## config.mk

```make
export PLATFORM = sky130hd
export DESIGN_NAME = vma_multi_brk
export DESIGN_NICKNAME = d
export VERILOG_FILES = /design/src/rtl/vma_pkg.sv /design/src/rtl/vma_brk_chan.sv /design/src/rtl/vma_multi_brk.sv
export SDC_FILE = /design/constraint.sdc
export NUM_CORES = 1
export LEC_CHECK = 0
export BUFFER_PORTS_ARGS = -buffer_cell sky130_fd_sc_hd__buf_2
export CORE_AREA = 2 2 175 177
export CTS_CLUSTER_DIAMETER = 40
export DETAILED_ROUTE_END_ITERATION = 8
export DIE_AREA = 0 0 177 179
export PLACE_DENSITY = 0.52
export SYNTH_ARGS = -nofsm -noshare
export SYNTH_HDL_FRONTEND = slang
export SYNTH_SLANG_ARGS = --single-unit
```

## constraint.sdc

```tcl
create_clock -name clk -period 3.9 [get_ports clk]
set_input_delay 0.195 -clock clk [delete_from_list [all_inputs] [get_ports clk]]
set_output_delay 0.195 -clock clk [all_outputs]
set_load 0.1 [all_outputs]
```

## src/rtl/vma_pkg.sv

```systemverilog
// Shared types and constants for the VMA board and its address-break channels.
// The optional per-channel hit counters are enabled with VMA_BRK_COUNT_EN.
package vma_pkg;
  localparam int IN_SECTION_W = 18;
  localparam int COUNT_W      = 8;

  typedef enum logic [1:0] {
    HOLD  = 2'b00,
    LOAD  = 2'b01,
    INC   = 2'b10,
    MAGIC = 2'b11
  } vma_op_t;

  typedef struct packed {
    logic fetch;
    logic write;
    logic read;
  } brk_mask_t;
endpackage

```

## src/rtl/vma_brk_chan.sv

```systemverilog
// One address-break channel: address/mask registers, comparator and sticky hit flag.
// With VMA_BRK_COUNT_EN defined, also keeps an 8-bit saturating hit counter.
module vma_brk_chan
  import vma_pkg::*;
#(
  parameter int VMA_W = 24
) (
  input  logic             clk,
  input  logic             rst_n,
  input  logic             wr,
  input  logic [VMA_W-1:0] wr_addr,
  input  logic [2:0]       wr_mask,
  input  logic             clr,
  input  logic             acc_valid,
  input  logic             acc_read,
  input  logic             acc_write,
  input  logic             acc_fetch,
  input  logic [VMA_W-1:0] vma,
  output logic             hit_next,
  output logic             hit
`ifdef VMA_BRK_COUNT_EN
  ,
  output logic [COUNT_W-1:0] count
`endif
);
  logic [VMA_W-1:0] addr;
  brk_mask_t        mask;
  logic             match;

  assign match = acc_valid && (addr == vma) &&
                 ((acc_read && mask.read) || (acc_write && mask.write) ||
                  (acc_fetch && mask.fetch));

  // A new match outranks a clear in the same cycle.
  assign hit_next = match | (hit & ~clr);

  always_ff @(posedge clk) begin
    if (!rst_n) begin
      addr <= '0;
      mask <= '0;
      hit  <= 1'b0;
    end else begin
      if (wr) begin
        addr <= wr_addr;
        mask <= brk_mask_t'(wr_mask);
      end
      hit <= hit_next;
    end
  end

`ifdef VMA_BRK_COUNT_EN
  always_ff @(posedge clk) begin
    if (!rst_n)
      count <= '0;
    else if (clr)
      count <= match ? COUNT_W'(1) : '0;
    else if (match && (count != '1))
      count <= count + COUNT_W'(1);
  end
`endif
endmodule

```

## src/rtl/vma_multi_brk.sv

```systemverilog
// EBOX VMA/PC/HELD/previous-section registers, next-VMA arithmetic and N address-break channels.
// Define VMA_BRK_COUNT_EN to add per-channel saturating hit counters on brk_count.
module vma_multi_brk
  import vma_pkg::*;
#(
  parameter int VMA_W   = 24,
  parameter int SEC_W   = 6,
  parameter int N_BRK   = 4,
  parameter int MAGIC_W = 9,
  localparam int IDX_W  = (N_BRK > 1) ? $clog2(N_BRK) : 1
) (
  input  logic               clk,
  input  logic               rst_n,
  input  logic [1:0]         vma_op,
  input  logic               vma_src_ad,
  input  logic               global_mode,
  input  logic [VMA_W-1:0]   ad,
  input  logic [MAGIC_W-1:0] magic,
  input  logic               load_pc,
  input  logic               load_held,
  input  logic               sel_held,
  input  logic               load_prev_sec,
  input  logic               acc_valid,
  input  logic               acc_read,
  input  logic               acc_write,
  input  logic               acc_fetch,
  input  logic               brk_wr,
  input  logic [IDX_W-1:0]   brk_idx,
  input  logic [VMA_W-1:0]   brk_addr,
  input  logic [2:0]         brk_mask,
  input  logic [N_BRK-1:0]   brk_clr,
  output logic [VMA_W-1:0]   vma,
  output logic [VMA_W-1:0]   pc,
  output logic [VMA_W-1:0]   held,
  output logic [VMA_W-1:0]   held_or_pc,
  output logic [SEC_W-1:0]   prev_sec,
  output logic               vma_sec0,
  output logic               pc_sec0,
  output logic               ac_ref,
  output logic [N_BRK-1:0]   brk_hit,
  output logic               brk_any
`ifdef VMA_BRK_COUNT_EN
  ,
  output logic [N_BRK*COUNT_W-1:0] brk_count
`endif
);
  vma_op_t          op;
  logic [VMA_W-1:0] base, off, sum_glob, sum_loc, vma_nxt;
  logic [N_BRK-1:0] hit_next;

  assign op = vma_op_t'(vma_op);

  always_comb begin
    base     = (op == MAGIC && !vma_src_ad) ? pc : vma;
    off      = (op == INC) ? VMA_W'(1) : {{(VMA_W-MAGIC_W){magic[MAGIC_W-1]}}, magic};
    sum_glob = base + off;
    // Local addressing wraps inside the section; the section field is untouched.
    sum_loc  = {base[VMA_W-1:IN_SECTION_W],
                base[IN_SECTION_W-1:0] + off[IN_SECTION_W-1:0]};
    vma_nxt  = vma;
    case (op)
      LOAD:       vma_nxt = vma_src_ad ? ad : pc;
      INC, MAGIC: vma_nxt = global_mode ? sum_glob : sum_loc;
      default:    vma_nxt = vma;
    endcase
  end

  always_ff @(posedge clk) begin
    if (!rst_n) begin
      vma      <= '0;
      pc       <= '0;
      held     <= '0;
      prev_sec <= '0;
      brk_any  <= 1'b0;
    end else begin
      vma <= vma_nxt;
      if (load_pc)       pc       <= vma;
      if (load_held)     held     <= vma;
      if (load_prev_sec) prev_sec <= ad[VMA_W-1:IN_SECTION_W];
      brk_any <= |hit_next;
    end
  end

  assign held_or_pc = sel_held ? held : pc;
  assign vma_sec0   = (vma[VMA_W-1:IN_SECTION_W] == '0);
  assign pc_sec0    = (pc[VMA_W-1:IN_SECTION_W] == '0);

  // AC reference: in-section address 0..17 (octal), in section 0 or under a local/fetch context.
  assign ac_ref = acc_valid && (acc_read || acc_write) &&
                  (vma[IN_SECTION_W-1:4] == '0) &&
                  (vma_sec0 || !global_mode || acc_fetch);

  for (genvar i = 0; i < N_BRK; i++) begin : g_chan
    vma_brk_chan #(.VMA_W(VMA_W)) u_chan (
      .clk       (clk),
      .rst_n     (rst_n),
      .wr        (brk_wr && (brk_idx == IDX_W'(i))),
      .wr_addr   (brk_addr),
      .wr_mask   (brk_mask),
      .clr       (brk_clr[i]),
      .acc_valid (acc_valid),
      .acc_read  (acc_read),
      .acc_write (acc_write),
      .acc_fetch (acc_fetch),
      .vma       (vma),
      .hit_next  (hit_next[i]),
      .hit       (brk_hit[i])
`ifdef VMA_BRK_COUNT_EN
      ,
      .count     (brk_count[i*COUNT_W +: COUNT_W])
`endif
    );
  end
endmodule

```

# [After elaboration in Yosys (flattened, before gate mapping)]
# Index checks and enable logic that the tools add are counted.
[totals] regBits=191 out_inout_bits=110 wordCells=103
[classes] add_sub_neg=2 eq_ne=10 muxes=6 bitwise=12 n_reduce_logical=48
[ops] cell="$mux W24" count=5
[ops] cell="$eq A24 B24 Y1" count=4
[ops] cell="$pmux W24 S2" count=1
[ops] cell="$logic_and A1 B1 Y1" count=28
[ops] cell="$add A24 B24 Y24" count=1
[ops] cell="$add A18 B18 Y18" count=1
[ops] cell="$logic_not A14 Y1" count=1
[ops] cell="$logic_not A6 Y1" count=2
[ops] cell="$logic_or A1 B1 Y1" count=11
[ops] cell="$eq A2 B2 Y1 const B" count=4
[ops] cell="$and A1 B1 Y1" count=4
[ops] cell="$eq A2 B1 Y1 const B" count=2
[ops] cell="$not A1 Y1" count=4
[ops] cell="$or A1 B1 Y1" count=4
[ops] cell="$reduce_or A4 Y1" count=1
[ops] cell="$logic_not A1 Y1" count=2
[ops] cell="$logic_not A2 Y1" count=1
[ops] cell="$reduce_bool A2 Y1" count=1
[ops] cell="$reduce_or A2 Y1" count=1

# [Logic depth before layout (Yosys ltp)]
# Gate-level depths: netlist (run 1).
[depth] ltp_word=6 depth_mapped=13 ltp_nobuf=10

# [Modules after synthesis]
# From an unflattened synthesis (run 1), not the netlist that was laid out.
[hier_totals] cells_unflattened=1099 area_unflattened_um2=10455.0
[by_module_without_submodules] module="vma_multi_brk" n_inst=1 cells_each=591 area_each_um2=5320.1 seq_area_each_um2=1581.5
[by_module_without_submodules] module="vma_brk_chan" n_inst=4 cells_each=127 area_each_um2=1283.7 seq_area_each_um2=560.5

# [Worst setup path after synthesis (run 1)]
# Ideal clock, no wire load.
[synth_timing] path_type="flip-flop to output port" startpoint="register vma[20]" endpoint="output port ac_ref" t_arrival_ns=4.495 setup_slack_ns=-0.790 stages_incl_launch_ff=5 cell_sequence="dfxtp_1 -> clkbuf_1 -> or4_1 -> nor3_1 -> o31a_1"
[synth_between] elab_chain_cells=4
[synth_rtl] element="from (decl)" line_no="vma_multi_brk.sv:32" text="output logic [VMA_W-1:0] vma,"
[synth_rtl] element="from (signal assigned)" line_no="vma_multi_brk.sv:76" text="vma <= vma_nxt;"
[synth_rtl] element="$logic_not A6 Y1" line_no="vma_multi_brk.sv:85" text="assign vma_sec0 = (vma[VMA_W-1:IN_SECTION_W] == '0);"
[synth_rtl] element="via vma_sec0" line_no="vma_multi_brk.sv:37" text="output logic vma_sec0,"
[synth_rtl] element="$logic_or A1 B1 Y1 (2 in a row)" line_no="vma_multi_brk.sv:91" text="(vma_sec0 || !global_mode || acc_fetch);"
[synth_rtl] element="$logic_and A1 B1 Y1" line_no="vma_multi_brk.sv:90" text="(vma[IN_SECTION_W-1:4] == '0) &&"
[synth_rtl] element="to (decl)" line_no="vma_multi_brk.sv:39" text="output logic ac_ref,"
# The timed path passes the listed nets, and every way through them passes these cells.

# [Final worst setup path (run 1)]
[layout_timing] startpoint="register vma[5]" endpoint="output port ac_ref"
[layout_between] elab_chain_cells=3
[layout_rtl] element="$logic_not A14 Y1" line_no="vma_multi_brk.sv:90"
[layout_rtl] element="$logic_and A1 B1 Y1" line_no="vma_multi_brk.sv:89" text="assign ac_ref = acc_valid && (acc_read || acc_write) &&"
[layout_rtl] element="$logic_and A1 B1 Y1" line_no="vma_multi_brk.sv:90"
# Every way passes these cells.

==> impl_metrics.csv, run 1 <==
group,metric,value,unit
pwr,power-per-cell-area,473,nW/um^2
sta,period_needed,3.06,ns
synth,synth_nets,1378,
detailed_routing,firstDrtPassIters,5,
floorplanning,fp.coreArea,30000,um^2
global_routing,grt_pass1_vias,8805,
synth,yosys_warnings,0,
min_path,min_path_cells,3,
setup_path,r2r_end,"vma[22]",
detailed_routing,wl,36.1,mm
setup_path,start_kind,"register",
sta,finalCritPeriodShare,0.785,
sta,relSlewSlack,0.253,
synth,synth-seq-area-share,0.363,
setup_path,slowest_delay,0.55,ns
setup_path,reg2reg_from,"vma[9]",
floorplanning,die_y,179,um
clock_tree,cts_max_path_buffers,2,
cells_and_area,final_util,0.412,
placed_design,dp.cells,1780,
floorplanning,die_x,177,um
synth,ys_ff_latch,191,
synth,synth_area,10500,um^2
clock_tree,clock_sinks,191,
synth,ys_types,65,
min_path,holdPathEnd,"g_chan[1].u_chan.addr[20]",
setup_path,cp_num_buf_inv,1,
placed_design,dp_slack,0.489,ns
clock_tree,cts_max_level,4,
floorplanning,start_util,0.351,
detailed_routing,num_vias,9422,
global_routing,grt_pass1_wl,54.2,mm
cells_and_area,areaGrowthSynthToFinish,17.4,%
global_routing,grtUsageTotal,0.227,
floorplanning,rows,64,
pwr,power.total,0.00585,W
synth,synth-main-ff-cell,"dfxtp_1",
sta,setup_ws,0.840,ns
cells_and_area,seqCellArea,3820,um^2
detailed_routing,antenna_left,0,
cells_and_area,finalNonFillerCells,1811,
cells_and_area,drive_above_1_share,0.214,
placed_design,post-dp-hpwl,25.9,mm
clock_tree,clkLatencyLatePin,0.44,ns
status,status,"finished clean",
sta,rsz0062_at_grt,"false",
cells_and_area,fill_cells,3108,
synth,synth-edff-count,0,
clock_tree,clk_pin_slew,0.08,ns
setup_path,r2r_cells,8,
setup_path,regToRegSetupSlack,0.92,ns
detailed_routing,drtIter0Drc,541,
detailed_routing,vias_per_cell,5.20,
sta,max_freq,0.327,GHz
pwr,cellLeakagePower,5.14,nW
synth,synth_area_per_cell,8.28,um^2
pwr,ir_worst_vdd,0.000298,V
setup_path,timing_worst_setup_path_type,"reg2out",
clock_tree,cts_buffers,17,
synth,async_reset_ff_frac,0,
global_routing,overflow,0,
global_routing,antenna_found_initial,0,
clock_tree,hold_buffers,0,
cells_and_area,multi_input_area,6250,um^2
setup_path,cp_slowest_cell,"nor4_1",
sta,hold_viol_final,0,
min_path,min_from,"brk_addr[20]",
setup_path,path_cells,"nor4_1 > o2111ai_1 > nor4b_1 > o31a_1 > buf_2",
placed_design,port_buffers,190,
floorplanning,ios,191,
setup_path,path_max_fanout,10,
sta,slew_violations,0,
global_routing,grt_max_degree,60,
job,drv_cap,0,
placed_design,gp_congestion,0.887,
detailed_routing,routedWlPerCell,19.9,um
setup_path,critical_path.top_delay_family,"simple AND/OR/NAND/NOR gates",
floorplanning,die-area,31700,um^2
sta,tightestPinTransition,1.12,ns
setup_path,cp-end-kind,"primary output",
clock_tree,cts_setup_buffers,0,
min_path,hold_path.class,"in2reg",
clock_tree,cts_tree,"built",
clock_tree,cts_root_buffer,"clkbuf_16",
clock_tree,postCtsResizedCells,0,
detailed_routing,drc_errors,0,
synth,syn_inst,1273,
setup_path,arrival,2.87,ns
sta,final-setup-viol-count,0,
sta,finalClockSkew,0.0132,ns
sta,tns,0,ns
setup_path,crit_required,3.70,ns
cells_and_area,num-nets-final,1508,
cells_and_area,antenna_cells,0,
setup_path,crit_start,"vma[5]",
## per-stage QoR
step	area, um^2	hold slack (ns)
2_1_floorplan	10500	0.331
3_3_place_gp	11800	0.453
3_5_place_dp	11800	0.459
4_1_cts	12400	0.0132
5_1_grt	12400	0.0193
6_report	12400	0.0258
## sequential cells by signal, indices dropped and copies added, names as in the netlist
signal / cells
g_chan.u_chan.mask: 12
brk_any: 1
g_chan.u_chan.hit: 4
prev_sec: 6
vma: 24
held: 24
pc: 24
g_chan.u_chan.addr: 96
## cell usage after synthesis, drive strengths merged, types with 5 or more instances
| cell | n | area, um^2 |
|---|---|---|
| o21ai | 28 | 140 |
| a21boi | 34 | 255 |
| and2 | 20 | 125 |
| dfxtp | 191 | 3820 |
| nand3 | 18 | 90.1 |
| nor3 | 11 | 60.1 |
| a211oi | 15 | 118 |
| nor2b | 37 | 231 |
| clkbuf | 65 | 244 |
| xnor2 | 83 | 727 |
| a21oi | 111 | 563 |
| and3 | 5 | 31.3 |
| a21o | 5 | 38.8 |
| ha | 23 | 288 |
| nand4 | 21 | 131 |
| nor2 | 71 | 267 |
| buf | 36 | 184 |
| inv | 12 | 45.0 |
| o22ai | 7 | 43.8 |
| nand2 | 251 | 950 |
| mux2 | 48 | 541 |
| nor4 | 15 | 93.8 |
| xor2 | 27 | 236 |
| mux2i | 80 | 801 |
## per-layer routing
layer  vias up  GRT usage  share of wire
li1       4613          -              -
met1      4522      0.311           0.46
met2       256      0.370           0.47
met3        31     0.0354          0.052
met4         0     0.0572          0.014
met5         -          0              0
## layout make-up
type,instances,area share
flip-flops and latches,191,0.309
multi-input cells,969,0.505
clock buffers,21,0.0380
inverters,12,0.00364
well taps,396,0.0400
clock inverters,10,0.0123
repair buffers,212,0.0922
## power by group
part | leakage [nW] | switching, W | internal (W) | total [W]
Sequential | 1.56 | 0.000157 | 0.00205 | 0.00221
Clock | 0.302 | 0.000820 | 0.00107 | 0.00189
Combinational | 3.29 | 0.00126 | 0.000496 | 0.00176
## logic make-up (layout without fill, tap and decap cells)
group | Yosys count | in the layout | synth area share
AOI/OAI and AO/OA | 237 | 237 | 0.141
muxes | 128 | 128 | 0.127
and+or+nand+nor | 470 | 470 | 0.204
adders and majority gates | 24 | 24 | 0.0292
xor gates and xnor gates | 110 | 110 | 0.0914
buffers and inverters | 113 | 255 | 0.0449
DFF | 191 | 191 | 0.363
## placed cells by master, fill, tap and decap left out, types with 3 or more instances in the layout
cell type,n
a211oi_1,14
a21boi_0,33
a21o_1,4
a21oi_1,109
a222oi_1,4
and2_1,20
and3_1,5
buf_2,190
buf_4,20
bufinv_16,3
clkbuf_16,17
clkbuf_8,3
clkinv_4,4
dfxtp_1,191
ha_1,23
inv_1,11
mux2_2,47
mux2i_1,80
nand2_1,250
nand2b_1,4
nand3_1,18
nand4_1,21
nor2_1,71
nor2b_1,37
nor3_1,9
nor3b_1,3
nor4_1,15
o211ai_1,4
o21a_1,4
o21ai_0,28
o21bai_1,4
o221ai_1,3
o22ai_1,7
or4_1,3
xnor2_1,83
xor2_1,27
## worst register-to-register path, cell delays in order, from the launching register on
cell      delay (ns)
dfxtp_1         0.55
mux2_2          0.39
ha_1            0.45
and4_1          0.27
nand3_1         0.11
or3_4           0.36
a21oi_1         0.20
mux2_1          0.34
a211oi_1        0.22
## worst max-delay path by stage
| stage | endpoint | slack [ns] | cells past startpoint |
|---|---|---|---|
| 3_3_place_gp | vma[22] | 0.55 | 10 |
| 4_1_cts | ac_ref | 0.81 | 5 |
| 6_report | ac_ref | 0.84 | 5 |
| 5_1_grt | vma[19] | 0.65 | 10 |
| 2_1_floorplan | ac_ref | 0.1 | 4 |
| 3_5_place_dp | vma[22] | 0.49 | 10 |
No activity file was read; power rests on OpenSTA's default activity.
==> run 2, diff against run 1 <==
- clock period: 3.9 -> 3.03 ns (I/O delays scaled with it)
==> run 2 against run 1 <==
The run now ends with hold timing left. Worst setup slack worse by 0.63 ns. Utilization is 1.7 points higher. Total power is 29% higher. Critical endpoint unchanged.
==> impl_metrics.csv, run 2 (synthesis results as in run 1) <==
group,metric,value,unit
status,status,"finished with violations",
status,violations,"hold timing",
setup_path,start_kind,"register",
clock_tree,postCtsResizedCells,0,
sta,rsz0062_at_grt,"false",
sta,relSlewSlack,0.392,
sta,slew_violations,0,
floorplanning,ios,191,
detailed_routing,vias_per_cell,5.14,
pwr,netSwitchingPower,0.00297,W
placed_design,place_area,12100,um^2
placed_design,gp_congestion,0.934,
pwr,cellLeakagePower,5.42,nW
setup_path,r2r_cells,8,
clock_tree,cts_max_level,4,
placed_design,post-dp-hpwl,27.0,mm
global_routing,overflow,0,
cells_and_area,largest_register,"g_chan.u_chan.addr",
floorplanning,die-area,31700,um^2
setup_path,crit_required,2.88,ns
detailed_routing,antenna_left,0,
setup_path,cp-end-kind,"primary output",
clock_tree,cts_root_buffer,"clkbuf_16",
min_path,hold_path.class,"in2reg",
sta,finalCritPeriodShare,0.932,
cells_and_area,antenna_cells,0,
setup_path,r2r_end,"vma[22]",
clock_tree,cts_setup_buffers,0,
floorplanning,start_util,0.351,
global_routing,grt_max_degree,82,
pwr,power-per-cell-area,584,nW/um^2
job,drv_cap,0,
cells_and_area,largest_reg_flops,96,
cells_and_area,layout_common_cells,"nand2_1, buf_2, dfxtp_1",
global_routing,grtUsageTotal,0.234,
setup_path,reg2reg_from,"pc[4]",
sta,max_freq,0.354,GHz
min_path,min_from,"brk_addr[1]",
clock_tree,cts_buffers,17,
placed_design,port_buffers,190,
sta,hold_viol_final,1,
global_routing,antenna_found_initial,0,
min_path,holdPathEnd,"g_chan[3].u_chan.addr[1]",
floorplanning,rows,64,
sta,period_needed,2.82,ns
cells_and_area,num-nets-final,1572,
pwr,power_frac_seq,0.368,
cells_and_area,design_area,12900,um^2
pwr,pwr-share-comb,0.328,
floorplanning,die_y,179,um
clock_tree,clk_pin_slew,0.08,ns
pwr,internal_power,0.00456,W
cells_and_area,drive_above_1_share,0.239,
sta,finalClockSkew,0.0135,ns
pwr,p_sw_frac,0.395,
sta,setup_ws,0.206,ns
detailed_routing,routedWlPerCell,19.9,um
sta,final-setup-viol-count,0,
detailed_routing,drtIter0Drc,583,
detailed_routing,wl,37.2,mm
cells_and_area,final_common_cell,"nand2_1",
setup_path,regToRegSetupSlack,0.39,ns
setup_path,arrival,2.67,ns
setup_path,timing_worst_setup_path_type,"reg2out",
detailed_routing,drc_errors,0,
setup_path,path_max_fanout,7,
pwr,ir_worst_vdd,0.000367,V
cells_and_area,areaGrowthSynthToFinish,22.3,%
global_routing,grt_pass1_wl,55.9,mm
detailed_routing,num_vias,9640,
clock_tree,cts_max_path_buffers,2,
floorplanning,fp.coreArea,30000,um^2
sta,tightestPinTransition,0.912,ns
sta,worst_hold_slack,-0.00105,ns
detailed_routing,firstDrtPassIters,5,
sta,tns,0,ns
min_path,min_path_cells,3,
clock_tree,clock_sinks,191,
placed_design,dp_slack,0.0928,ns
clock_tree,cts_tree,"built",
clock_tree,clkLatencyLatePin,0.45,ns
global_routing,grt_pass1_vias,9134,
cells_and_area,fill_cells,3096,
floorplanning,die_x,177,um
pwr,pwr-share-clk,0.305,
[run 2: changes by cell type in the layout (fill, tap and decap cells not counted), moves of 2 or more]
cell           previous run  this run
clkbuf_8                  3         1
inv_6                     1         4
dfxtp_2                   0        10
dfxtp_1                 191       181
bufinv_16                 3         1
inv_8                     1         3
clkinv_2                  0         2
dlygate4sd3_1             0        25
buf_4                    20        59
clkinv_4                  4         0
[run 2: what timing repair did]
item / CTS / global route
hold buffers: 25 / 0
endpoints found under the setup margin: 0 / 0
hold endpoints to repair: 71 / 0
[run 2: layer usage]
layer / part of all wire / GRT usage / vias up
met4: 0.022 / 0.0658 / 0
met1: 0.47 / 0.317 / 4604
met3: 0.045 / 0.0399 / 43
met5: 0 / 0 / -
met2: 0.47 / 0.382 / 248
li1: - / - / 4745
[run 2: final cells by class]
cell class,instances,area [um^2],area share
timing repair buffer,276,1680,0.131
sequential,191,3840,0.298
tap,396,495,0.0384
clock inverter,12,124,0.00961
clock buffer,20,447,0.0347
inverter,12,45.0,0.00349
multi-input combinational,969,6260,0.485
[run 2: how the worst max path moves through the flow]
stage,from,to,slack [ns]
6_report,vma[13],ac_ref,0.21
5_1_grt,vma[13],ac_ref,0.04
4_1_cts,vma[13],ac_ref,0.10
3_5_place_dp,vma_src_ad,vma[22],0.09
3_3_place_gp,vma_src_ad,vma[22],0.14
2_1_floorplan,vma[20],ac_ref,-0.32
[run 2: through the flow]
stage               power, W  hold WS (ns)   util  std cells
floorplan            0.00459         0.287      -       1273
global placement     0.00526         0.434  0.402       1819
detailed placement   0.00526         0.441  0.402       1819
CTS                  0.00756      0.000238  0.429       1876
global route         0.00783       0.00150  0.429       1876
finish               0.00753      -0.00105  0.429       1876
[run 2: worst max-delay path, cell delays in order (launching register included)]
cell       delay, ns
dfxtp_1         0.40
nor4_1          0.47
o2111ai_1       0.26
nor4b_1         0.46
o31a_1          0.22
buf_2           0.42
[run 2: power groups by stage]
stage | combinational (W) | clock (W) | sequential (W)
finish | 0.00247 | 0.00229 | 0.00277
global placement | 0.00243 | 0 | 0.00282
floorplan | 0.00123 | 0 | 0.00336
detailed placement | 0.00243 | 0 | 0.00283
global route | 0.00262 | 0.00242 | 0.00279
CTS | 0.00247 | 0.00233 | 0.00277
